### src/rtl/a_defines.sv
// Shared datapath types used across the out-of-order core.
package a_defines;
    typedef logic [31:0] word_t;
    typedef logic [5:0]  rob_id_t;
    typedef struct packed {
        logic [4:0] opcode;
        logic [2:0] fu_sel;
    } decode_info_t;
endpackage

### src/rtl/iq_issue_select_pkg.sv
// Issue-select defaults and the oldest-first ordering primitive.
package iq_issue_select_pkg;
    localparam int IQ_DEPTH_DEFAULT  = 8;
    localparam int REG_COUNT_DEFAULT = 2;

    // Entries never allocated since reset/flush have no matrix ordering; lower index wins.
    function automatic logic is_older(logic age_ji, logic age_ij, logic j_lower);
        return age_ji | (~age_ij & j_lower);
    endfunction
endpackage

### src/rtl/iq_issue_select_if.sv
// Issue-register and wakeup bundle between the select stage and the FU.
interface iq_issue_select_if #(parameter int REG_COUNT = 2) ();
    import a_defines::*;

    logic                       iss_valid_o;
    logic                       fu_ready_i;
    word_t [REG_COUNT-1:0]      iss_data_o;
    decode_info_t               iss_di_o;
    rob_id_t                    iss_dst_id_o;
    logic                       wkup_valid_o;
    rob_id_t                    wkup_reg_id_o;

    modport master (
        output iss_valid_o, iss_data_o, iss_di_o, iss_dst_id_o, wkup_valid_o, wkup_reg_id_o,
        input  fu_ready_i
    );
    modport slave (
        input  iss_valid_o, iss_data_o, iss_di_o, iss_dst_id_o, wkup_valid_o, wkup_reg_id_o,
        output fu_ready_i
    );
endinterface

### src/rtl/iq_age_matrix.sv
// Age matrix for the issue queue: tracks allocation order and grants the oldest requester.
module iq_age_matrix
    import iq_issue_select_pkg::*;
#(
    parameter int IQ_DEPTH = IQ_DEPTH_DEFAULT
) (
    input  logic                        clk,
    input  logic                        rst_n,
    input  logic                        flush,
    input  logic                        alloc_valid_i,
    input  logic [$clog2(IQ_DEPTH)-1:0] alloc_idx_i,
    input  logic [IQ_DEPTH-1:0]         req_i,
    output logic [IQ_DEPTH-1:0]         grant_o
);
    logic [IQ_DEPTH-1:0][IQ_DEPTH-1:0] age_q;
    logic [IQ_DEPTH-1:0][IQ_DEPTH-1:0] age_d;

    always_comb begin
        age_d = age_q;
        if (flush) begin
            age_d = '0;
        end else if (alloc_valid_i) begin
            // Column first, then row, so the diagonal ends up cleared.
            for (int j = 0; j < IQ_DEPTH; j++) begin
                age_d[j][alloc_idx_i] = 1'b1;
                age_d[alloc_idx_i][j] = 1'b0;
            end
        end
    end

    always_ff @(posedge clk) begin
        if (!rst_n) age_q <= '0;
        else        age_q <= age_d;
    end

    always_comb begin
        logic blocked;
        grant_o = '0;
        for (int i = 0; i < IQ_DEPTH; i++) begin
            blocked = 1'b0;
            for (int j = 0; j < IQ_DEPTH; j++) begin
                if (j != i && req_i[j] && is_older(age_q[j][i], age_q[i][j], j < i))
                    blocked = 1'b1;
            end
            grant_o[i] = req_i[i] & ~blocked;
        end
    end
endmodule

### src/rtl/iq_issue_select.sv
// Issue select: oldest-ready grant, single-entry issue register and back-to-back wakeup.
module iq_issue_select
    import a_defines::*;
    import iq_issue_select_pkg::*;
#(
    parameter int IQ_DEPTH  = IQ_DEPTH_DEFAULT,
    parameter int REG_COUNT = REG_COUNT_DEFAULT
) (
    input  logic                                  clk,
    input  logic                                  rst_n,
    input  logic                                  flush,
    input  logic                                  alloc_valid_i,
    input  logic [$clog2(IQ_DEPTH)-1:0]           alloc_idx_i,
    input  logic [IQ_DEPTH-1:0]                   entry_valid_i,
    input  logic [IQ_DEPTH-1:0]                   entry_ready_i,
    input  word_t [IQ_DEPTH-1:0][REG_COUNT-1:0]   entry_data_i,
    input  decode_info_t [IQ_DEPTH-1:0]           entry_di_i,
    input  rob_id_t [IQ_DEPTH-1:0]                entry_dst_id_i,
    output logic [IQ_DEPTH-1:0]                   select_o,
    iq_issue_select_if.master                     iss_if
);
    logic [IQ_DEPTH-1:0]   req;
    logic [IQ_DEPTH-1:0]   grant;
    logic [IQ_DEPTH-1:0]   sel;
    logic                  accept;
    word_t [REG_COUNT-1:0] sel_data;
    decode_info_t          sel_di;
    rob_id_t               sel_dst_id;

    logic                  iss_valid_q,  iss_valid_d;
    word_t [REG_COUNT-1:0] iss_data_q,   iss_data_d;
    decode_info_t          iss_di_q,     iss_di_d;
    rob_id_t               iss_dst_id_q, iss_dst_id_d;

    assign req = entry_valid_i & entry_ready_i;

    iq_age_matrix #(.IQ_DEPTH(IQ_DEPTH)) u_age (
        .clk           (clk),
        .rst_n         (rst_n),
        .flush         (flush),
        .alloc_valid_i (alloc_valid_i),
        .alloc_idx_i   (alloc_idx_i),
        .req_i         (req),
        .grant_o       (grant)
    );

    always_comb begin
        accept     = ~iss_valid_q | iss_if.fu_ready_i;
        sel        = (rst_n && !flush && accept) ? grant : '0;
        sel_data   = '0;
        sel_di     = '0;
        sel_dst_id = '0;
        for (int i = 0; i < IQ_DEPTH; i++) begin
            if (sel[i]) begin
                sel_data   = entry_data_i[i];
                sel_di     = entry_di_i[i];
                sel_dst_id = entry_dst_id_i[i];
            end
        end
    end

    // Payload only moves on a new select; consumers qualify it with iss_valid.
    always_comb begin
        iss_valid_d  = iss_valid_q;
        iss_data_d   = iss_data_q;
        iss_di_d     = iss_di_q;
        iss_dst_id_d = iss_dst_id_q;
        if (|sel) begin
            iss_valid_d  = 1'b1;
            iss_data_d   = sel_data;
            iss_di_d     = sel_di;
            iss_dst_id_d = sel_dst_id;
        end else if (iss_if.fu_ready_i) begin
            iss_valid_d  = 1'b0;
        end
        if (flush) iss_valid_d = 1'b0;
    end

    always_ff @(posedge clk) begin
        if (!rst_n) begin
            iss_valid_q  <= 1'b0;
            iss_data_q   <= '0;
            iss_di_q     <= '0;
            iss_dst_id_q <= '0;
        end else begin
            iss_valid_q  <= iss_valid_d;
            iss_data_q   <= iss_data_d;
            iss_di_q     <= iss_di_d;
            iss_dst_id_q <= iss_dst_id_d;
        end
    end

    assign select_o             = sel;
    assign iss_if.wkup_valid_o  = |sel;
    assign iss_if.wkup_reg_id_o = sel_dst_id;
    assign iss_if.iss_valid_o   = iss_valid_q;
    assign iss_if.iss_data_o    = iss_data_q;
    assign iss_if.iss_di_o      = iss_di_q;
    assign iss_if.iss_dst_id_o  = iss_dst_id_q;
endmodule

### src/flat_wrapper.sv
// flat-port wrapper written by rule: the top's interface ports become plain ports
module iq_issue_select_flat import a_defines::*; import iq_issue_select_pkg::*;
#(
    parameter int IQ_DEPTH  = IQ_DEPTH_DEFAULT,
    parameter int REG_COUNT = REG_COUNT_DEFAULT
)
  (clk, rst_n, flush, alloc_valid_i, alloc_idx_i, entry_valid_i, entry_ready_i, entry_data_i, entry_di_i, entry_dst_id_i, select_o, iss_if_iss_valid_o, iss_if_iss_data_o, iss_if_iss_di_o, iss_if_iss_dst_id_o, iss_if_wkup_valid_o, iss_if_wkup_reg_id_o, iss_if_fu_ready_i);
  iq_issue_select_if #(.REG_COUNT(REG_COUNT)) iss_if_i ();
  input  logic clk;
  input  logic rst_n;
  input  logic flush;
  input  logic alloc_valid_i;
  input  logic [$clog2(IQ_DEPTH)-1:0] alloc_idx_i;
  input  logic [IQ_DEPTH-1:0] entry_valid_i;
  input  logic [IQ_DEPTH-1:0] entry_ready_i;
  input  word_t [IQ_DEPTH-1:0][REG_COUNT-1:0] entry_data_i;
  input  decode_info_t [IQ_DEPTH-1:0] entry_di_i;
  input  rob_id_t [IQ_DEPTH-1:0] entry_dst_id_i;
  output logic [IQ_DEPTH-1:0] select_o;
  output wire logic [$bits(iss_if_i.iss_valid_o)-1:0] iss_if_iss_valid_o;
  output wire logic [$bits(iss_if_i.iss_data_o)-1:0] iss_if_iss_data_o;
  output wire logic [$bits(iss_if_i.iss_di_o)-1:0] iss_if_iss_di_o;
  output wire logic [$bits(iss_if_i.iss_dst_id_o)-1:0] iss_if_iss_dst_id_o;
  output wire logic [$bits(iss_if_i.wkup_valid_o)-1:0] iss_if_wkup_valid_o;
  output wire logic [$bits(iss_if_i.wkup_reg_id_o)-1:0] iss_if_wkup_reg_id_o;
  input wire logic [$bits(iss_if_i.fu_ready_i)-1:0] iss_if_fu_ready_i;
  assign iss_if_iss_valid_o = iss_if_i.iss_valid_o;
  assign iss_if_iss_data_o = iss_if_i.iss_data_o;
  assign iss_if_iss_di_o = iss_if_i.iss_di_o;
  assign iss_if_iss_dst_id_o = iss_if_i.iss_dst_id_o;
  assign iss_if_wkup_valid_o = iss_if_i.wkup_valid_o;
  assign iss_if_wkup_reg_id_o = iss_if_i.wkup_reg_id_o;
  assign iss_if_i.fu_ready_i = iss_if_fu_ready_i;
  iq_issue_select #(.IQ_DEPTH(IQ_DEPTH), .REG_COUNT(REG_COUNT)) u_core (.clk(clk), .rst_n(rst_n), .flush(flush), .alloc_valid_i(alloc_valid_i), .alloc_idx_i(alloc_idx_i), .entry_valid_i(entry_valid_i), .entry_ready_i(entry_ready_i), .entry_data_i(entry_data_i), .entry_di_i(entry_di_i), .entry_dst_id_i(entry_dst_id_i), .select_o(select_o), .iss_if(iss_if_i));
endmodule
### config.mk
export PLATFORM = sky130hd
export DESIGN_NAME = iq_issue_select_flat
export DESIGN_NICKNAME = d
export VERILOG_FILES = /design/src/rtl/a_defines.sv /design/src/rtl/iq_issue_select_pkg.sv /design/src/rtl/iq_issue_select_if.sv /design/src/rtl/iq_age_matrix.sv /design/src/rtl/iq_issue_select.sv /design/src/flat_wrapper.sv
export SDC_FILE = /design/constraint.sdc
export NUM_CORES = 1
export LEC_CHECK = 0
export BUFFER_PORTS_ARGS = -buffer_cell sky130_fd_sc_hd__buf_4
export CORE_AREA = 2 2 293 295
export DETAILED_ROUTE_END_ITERATION = 7
export DIE_AREA = 0 0 295 297
export PLACE_DENSITY = 0.4
export SLEW_MARGIN = 10
export SYNTH_ARGS = -nofsm -noshare
export SYNTH_HDL_FRONTEND = slang
export SYNTH_HIERARCHICAL = 1
export SYNTH_SLANG_ARGS = --single-unit
### constraint.sdc
create_clock -name clk -period 4.85 [get_ports clk]
set_clock_uncertainty 0.1 [all_clocks]
set_input_delay 0.485 -clock clk [delete_from_list [all_inputs] [get_ports clk]]
set_output_delay 0.485 -clock clk [all_outputs]
set_load 0.005 [all_outputs]
# Word-level counts from Yosys, hierarchy flattened
# Cells that the tools add are included.
totals:
  reg_bits: 143
  out_inout_bits: 94
op_classes:
  mux: 101
  bitwise: 100
  magnitude_cmp: 2
  reduce_logical: 63
op_table:
  columns: ["cell", "count"]
  rows:
  - ["64-bit AND", 8]
  - ["64-bit two-way mux", 8]
  - ["64-bit inverter", 8]
  - ["8-bit demux with 3-bit select", 8]
  - ["8-bit two-way mux", 10]
  - ["8-bit bitwise OR", 8]
  - ["1-bit two-way mux", 60]
  - ["1-bit logical AND", 59]
  - ["6-bit two-way mux", 9]
  - ["1-bit inverter", 38]
  - ["1-bit bitwise OR", 29]
  - ["1-bit AND", 8]
  - ["8-bit AND", 1]
  - ["8-bit OR reduction", 1]
  - ["7-bit two-way mux", 1]
  - ["5-bit two-way mux", 1]
  - ["3-bit by 4-bit < comparator with 1-bit output (second input constant)", 1]
  - ["4-bit two-way mux", 1]
  - ["1-bit demux with 3-bit select", 1]
  - ["3-bit by 1-bit greater-or-equal comparator with 1-bit output (second input constant)", 1]
  - ["3-bit two-way mux", 1]
  - ["2-bit two-way mux", 1]
  - ["2-bit nonzero test", 1]
  - ["2-bit OR reduction", 1]
  - ["1-bit logical NOT", 1]

# Depth between registers and ports, before layout
logic_depth:
  word_depth: 21
  mapped_depth: 16

# Modules after synthesis
# Netlist, hierarchy kept.
by_module_without_submodules:
  columns: ["module", "instances", "area_each_um2", "cells_per_inst"]
  rows:
  - ["iq_issue_select", 1, 8744.6, 1261]
  - ["iq_age_matrix", 1, 2546.2, 312]

# Least setup slack after synthesis
# No wires, ideal clock.
synth_timing:
  kind: "input -> output"
  startpoint: "input entry_valid_i[6]"
  endpoint: "output iss_if_wkup_reg_id_o[0]"
  slack_ns: 1.599
  path_stages: 13
  arrival_time_ns: 2.666
  path_cell_list: "and2_1 > clkbuf_1 > a22o_1 > a221oi_1 > and4_1 > nor2b_1 > clkbuf_1 > buf_2 > buf_2 > a221oi_1 > nor4_1 > o21ai_0 > a31oi_1"
synth_via:
  elab_chain_len: 15
synth_lines:
  columns: ["item", "line", "text"]
  rows:
  - ["start: declaration", "flat_wrapper.sv:14", "input logic [IQ_DEPTH-1:0] entry_valid_i;"]
  - ["8-bit AND", "iq_issue_select.sv:35", "assign req = entry_valid_i & entry_ready_i;"]
  - ["1-bit logical AND", "iq_age_matrix.sv:42", "if (j != i && req_i[j] && is_older(age_q[j][i], age_q[i][j], j < i))"]
  - ["1-bit two-way mux (2 in a row)", "iq_age_matrix.sv:42", null]
  - ["1-bit inverter", "iq_age_matrix.sv:45", "grant_o[i] = req_i[i] & ~blocked;"]
  - ["1-bit AND", "iq_age_matrix.sv:45", null]
  - ["via u_core.grant[0]", "iq_issue_select.sv:23", "logic [IQ_DEPTH-1:0] grant;"]
  - ["8-bit two-way mux", "iq_issue_select.sv:49", "sel = (rst_n && !flush && accept) ? grant : '0;"]
  - ["6-bit two-way mux (8 in a row)", "iq_issue_select.sv:54", "if (sel[i]) begin"]
  - ["end: declaration", "flat_wrapper.sv:25", "output wire logic [$bits(iss_if_i.wkup_reg_id_o)-1:0] iss_if_wkup_reg_id_o;"]
# The timed path passes the listed nets, and every way through them passes these cells.

# Worst setup path in the final report
layout_timing:
  startpoint: "register u_core/u_age/age_q[5] (netlist bit)"
  endpoint: "output iss_if_wkup_reg_id_o[4]"
layout_via:
  elab_chain_len: 15
layout_lines:
  columns: ["item", "line", "text"]
  rows:
  - ["start: declaration", "iq_age_matrix.sv:15", "logic [IQ_DEPTH-1:0][IQ_DEPTH-1:0] age_q;"]
  - ["start signal: assignment", "iq_age_matrix.sv:33", "else age_q <= age_d;"]
  - ["1-bit bitwise OR", "iq_issue_select_pkg.sv:8", "return age_ji | (~age_ij & j_lower);"]
  - ["1-bit logical AND", "iq_age_matrix.sv:42", null]
  - ["1-bit two-way mux (7 in a row)", "iq_age_matrix.sv:42", null]
  - ["1-bit inverter", "iq_age_matrix.sv:45", null]
  - ["1-bit AND", "iq_age_matrix.sv:45", null]
  - ["via u_core.grant[5]", "iq_issue_select.sv:23", null]
  - ["8-bit two-way mux", "iq_issue_select.sv:49", null]
  - ["6-bit two-way mux (3 in a row)", "iq_issue_select.sv:54", null]
# The timed path passes the listed nets, and every way through them passes these cells.

==> key figures <==
Status
  • Status: complete, no violations

Timing
  • Min Tclk post-route: 4.12 ns
  • Worst slew pin tran: 1.07 ns
  • FMAX: 243 MHz
  • Fin Setup TNS: 0 ns
  • Max Slew Vio Count: 0
  • Tcrit/Tclk final: 84.9%
  • RSZ-0062 raised after global routing: no
  • Hold Vio Cnt, Final: 0
  • Final setup vio count: 0
  • Rel. slew slack: 28.7%

Clocking
  • Clock sink total: 135
  • Hold_buf cts: 0
  • H-tree depth: 4
  • CTS Buf Count: 17
  • Reg clk slew, reported paths: 0.08 ns
  • Max Buffers Root-to-Sink: 2
  • CTS tree: built
  • Clk_lat worst skew: 0.48 ns
  • # Post-CTS Setup Buffers: 0
  • CTS Root Cell: clkbuf_16
  • Cts repair resizes: 0

Die
  • Initial core utilization: 13.4%
  • Rows: 107
  • Die width: 295 um
  • Die H: 297 um
  • Core box area: 84500 sq um
  • I/O pin count: 742
  • Die footprint: 87600 sq um

Layout
  • Layout Nets: 2842
  • P&R area growth vs syn: 65.1%
  • Cell Count, Final, Fillers Out: 3355
  • Share of cells above drive strength 1: 39.2%

Synthesis
  • Yosys reg bits: 135
  • Post-Syn Instances: 1573
  • Sequential share of the synthesized area: 23.9%
  • Top cells by area, synth: dfxtp_1 24%, o21ai_0 9.2%, a221o_1 6.3%
  • Cell with the most instances after synthesis: o21ai_0
  • Synth Cell Area: 11300 sq um
  • Syn_nets: 2221
  • Cell taking the most area after synthesis: dfxtp_1
  • Warnings from Yosys: 6
  • EDFF count, synth: 0
  • Synth cell count leaders: 207 x o21ai_0, 162 x nand2_1, 147 x clkbuf_1
  • Top FF cell, synth: dfxtp_1
  • Netlist cell types: 56
  • Syn Area/Cell: 7.18 sq um
  • Synth top area share: 23.9%
  • Post-synth ARST share: 0%

Pwr
  • Combinational share of power: 34.6%
  • Seq pwr share: 30.3%
  • NetSw: 1.44 mW
  • Clk pwr share: 35.1%
  • Max VDD drop: 254 uV
  • Int Power: 2.60 mW
  • Cell leakage power: 7.69 nW
  • Pwr dens: 217 nW/um^2
  • Sw frac: 35.7%

GRT
  • Vias in the first global route: 16800
  • Largest net degree at the start of global routing: 100
  • Grt total ovfl: 0
  • Initial antenna violation count: 11
  • First-pass GRT wire length: 125000 um
  • Gr usage total: 19.6%

Route
  • Pre-antenna DRT Iters: 7
  • Total routed wirelength: 90500 um
  • Remaining DRCs: 0
  • WL/cell: 27.0 um
  • ANT nets after route: 0
  • Via count: 16600
  • Via density per instance: 4.94
  • Iteration-0 DRC Markers: 1335

Worst setup path
  • Startpoint types: register
  • R2R Path Start: u_core/u_age/age_q[57]$_SDFFE_PP0P_
  • Worst R2R End: u_core/iss_if.iss_data_o[28]$_SDFFE_PN0P_
  • Critical path class: register to primary output
  • Reg2Reg Setup Slack: 1.36 ns
  • Register-to-Register Path Depth: 9
  • Worst path arrival time: 3.53 ns
  • Crit path required time: 4.26 ns
  • Worst setup path start: u_core/u_age/age_q[5]$_SDFFE_PP0P_
  • CP Capture Type: primary output
  • Worst Setup EP: iss_if_wkup_reg_id_o[4]
  • Crit-path max FO: 25

Placed design
  • # port buffers: 741
  • Placed instance count: 3319
  • GP Congestion: 0.945
  • Dpl hpwl: 68100 um

Job
  • MaxCap Viol Count: 0

Hold path
  • Hold WC Path Type: input pin to register
-- cells in the final DEF (no fill, tap or decap), types with 26 or more instances in the layout --
master / n
o22ai_1: 40
a22oi_1: 75
o21ai_0: 207
buf_4: 787
a221oi_1: 55
a221o_1: 71
a21oi_1: 139
a2111o_1: 26
a211oi_1: 39
dfxtp_1: 135
nand2_1: 162
and3_1: 47
inv_1: 72
and4_1: 27
o221ai_1: 70
nor2_1: 32
nor3_1: 30
-- registers in the layout, summed over array words and instances (netlist names), named ones only --
| name | count |
|---|---|
| u_core/iss_if.iss_data_o | 64 |
| u_core/iss_if.iss_dst_id_o | 6 |
| u_core/u_age/age_q | 48 |
| u_core/iss_if.iss_di_o | 8 |
| u_core/iss_if.iss_valid_o | 1 |
-- critical path: stages, from the launching register on --
cell and delay [ns]:
dfxtp_1 0.33, nand2b_1 0.15, a222oi_1 0.34, and4_4 0.56
clkinv_2 0.38, nand2_1 0.46, nor3_1 0.13, o21ai_0 0.26
a31oi_1 0.16, buf_4 0.21
-- cells by family after synthesis --
family,synth area share (%)
AND/OR/NAND/NOR,17.1
multiplexers,0.177
flip-flops,23.9
AO/OA/AOI/OAI,49.1
buffers and inverters,9.71
-- through the flow --
stage | total power [mW] | cell area (sq um) | utilization (%) | hold slack, ns | setup slack [ns]
finish | 4.04 | 18600 | 22.1 | 0.185 | 0.730
global route | 4.25 | 18600 | 22.1 | 0.155 | 0.454
CTS | 4.12 | 18600 | 22.1 | 0.124 | 0.619
detailed placement | 2.65 | 18000 | 21.4 | 0.349 | 0.713
global placement | 2.65 | 18000 | 21.4 | 0.346 | 0.815
floorplan | 1.78 | 11300 | - | 0.331 | 1.60
-- how the worst min path moves through the flow --
stage	cells after the start	end	start
2_1_floorplan	2	register	register
3_3_place_gp	2	u_core/u_age/age_q[38]$_SDFFE_PP0P_	u_core/u_age/age_q[38]$_SDFFE_PP0P_
3_5_place_dp	2	u_core/iss_if.iss_di_o[3]$_SDFFE_PN0P_	u_core/iss_if.iss_di_o[3]$_SDFFE_PN0P_
4_1_cts	3	u_core/iss_if.iss_dst_id_o[0]$_SDFFE_PN0P_	entry_dst_id_i[42]
5_1_grt	3	u_core/iss_if.iss_dst_id_o[0]$_SDFFE_PN0P_	entry_dst_id_i[42]
6_report	3	u_core/iss_if.iss_dst_id_o[0]$_SDFFE_PN0P_	entry_dst_id_i[42]
-- layout make-up --
cell class | count | area, sq um
diodes | 4 | 10.0
clock buffers | 18 | 439
clock inverters | 14 | 156
fillers | 9485 | 65800
inverters | 76 | 290
multi-input cells | 1172 | 7610
flip-flops and latches | 135 | 2700
well taps | 1144 | 1430
repair buffers | 792 | 6010
-- layer usage --
layer	global-route usage [%]	vias to the layer above	wire length, um
li1	-	7413	-
met1	24.8	8033	37400
met2	32.6	976	42700
met3	4.82	144	7900
met4	6.39	8	2490
met5	0	-	51
-- power by group through the flow --
stage | clock network [mW] | registers, mW | logic, mW
after CTS | 1.49 | 1.22 | 1.41
after global placement | 0 | 1.25 | 1.40
after detailed placement | 0 | 1.25 | 1.40
after floorplan | 0 | 1.23 | 0.551
final | 1.42 | 1.22 | 1.40
after global routing | 1.52 | 1.23 | 1.50
(Power assumes the default switching activity.)
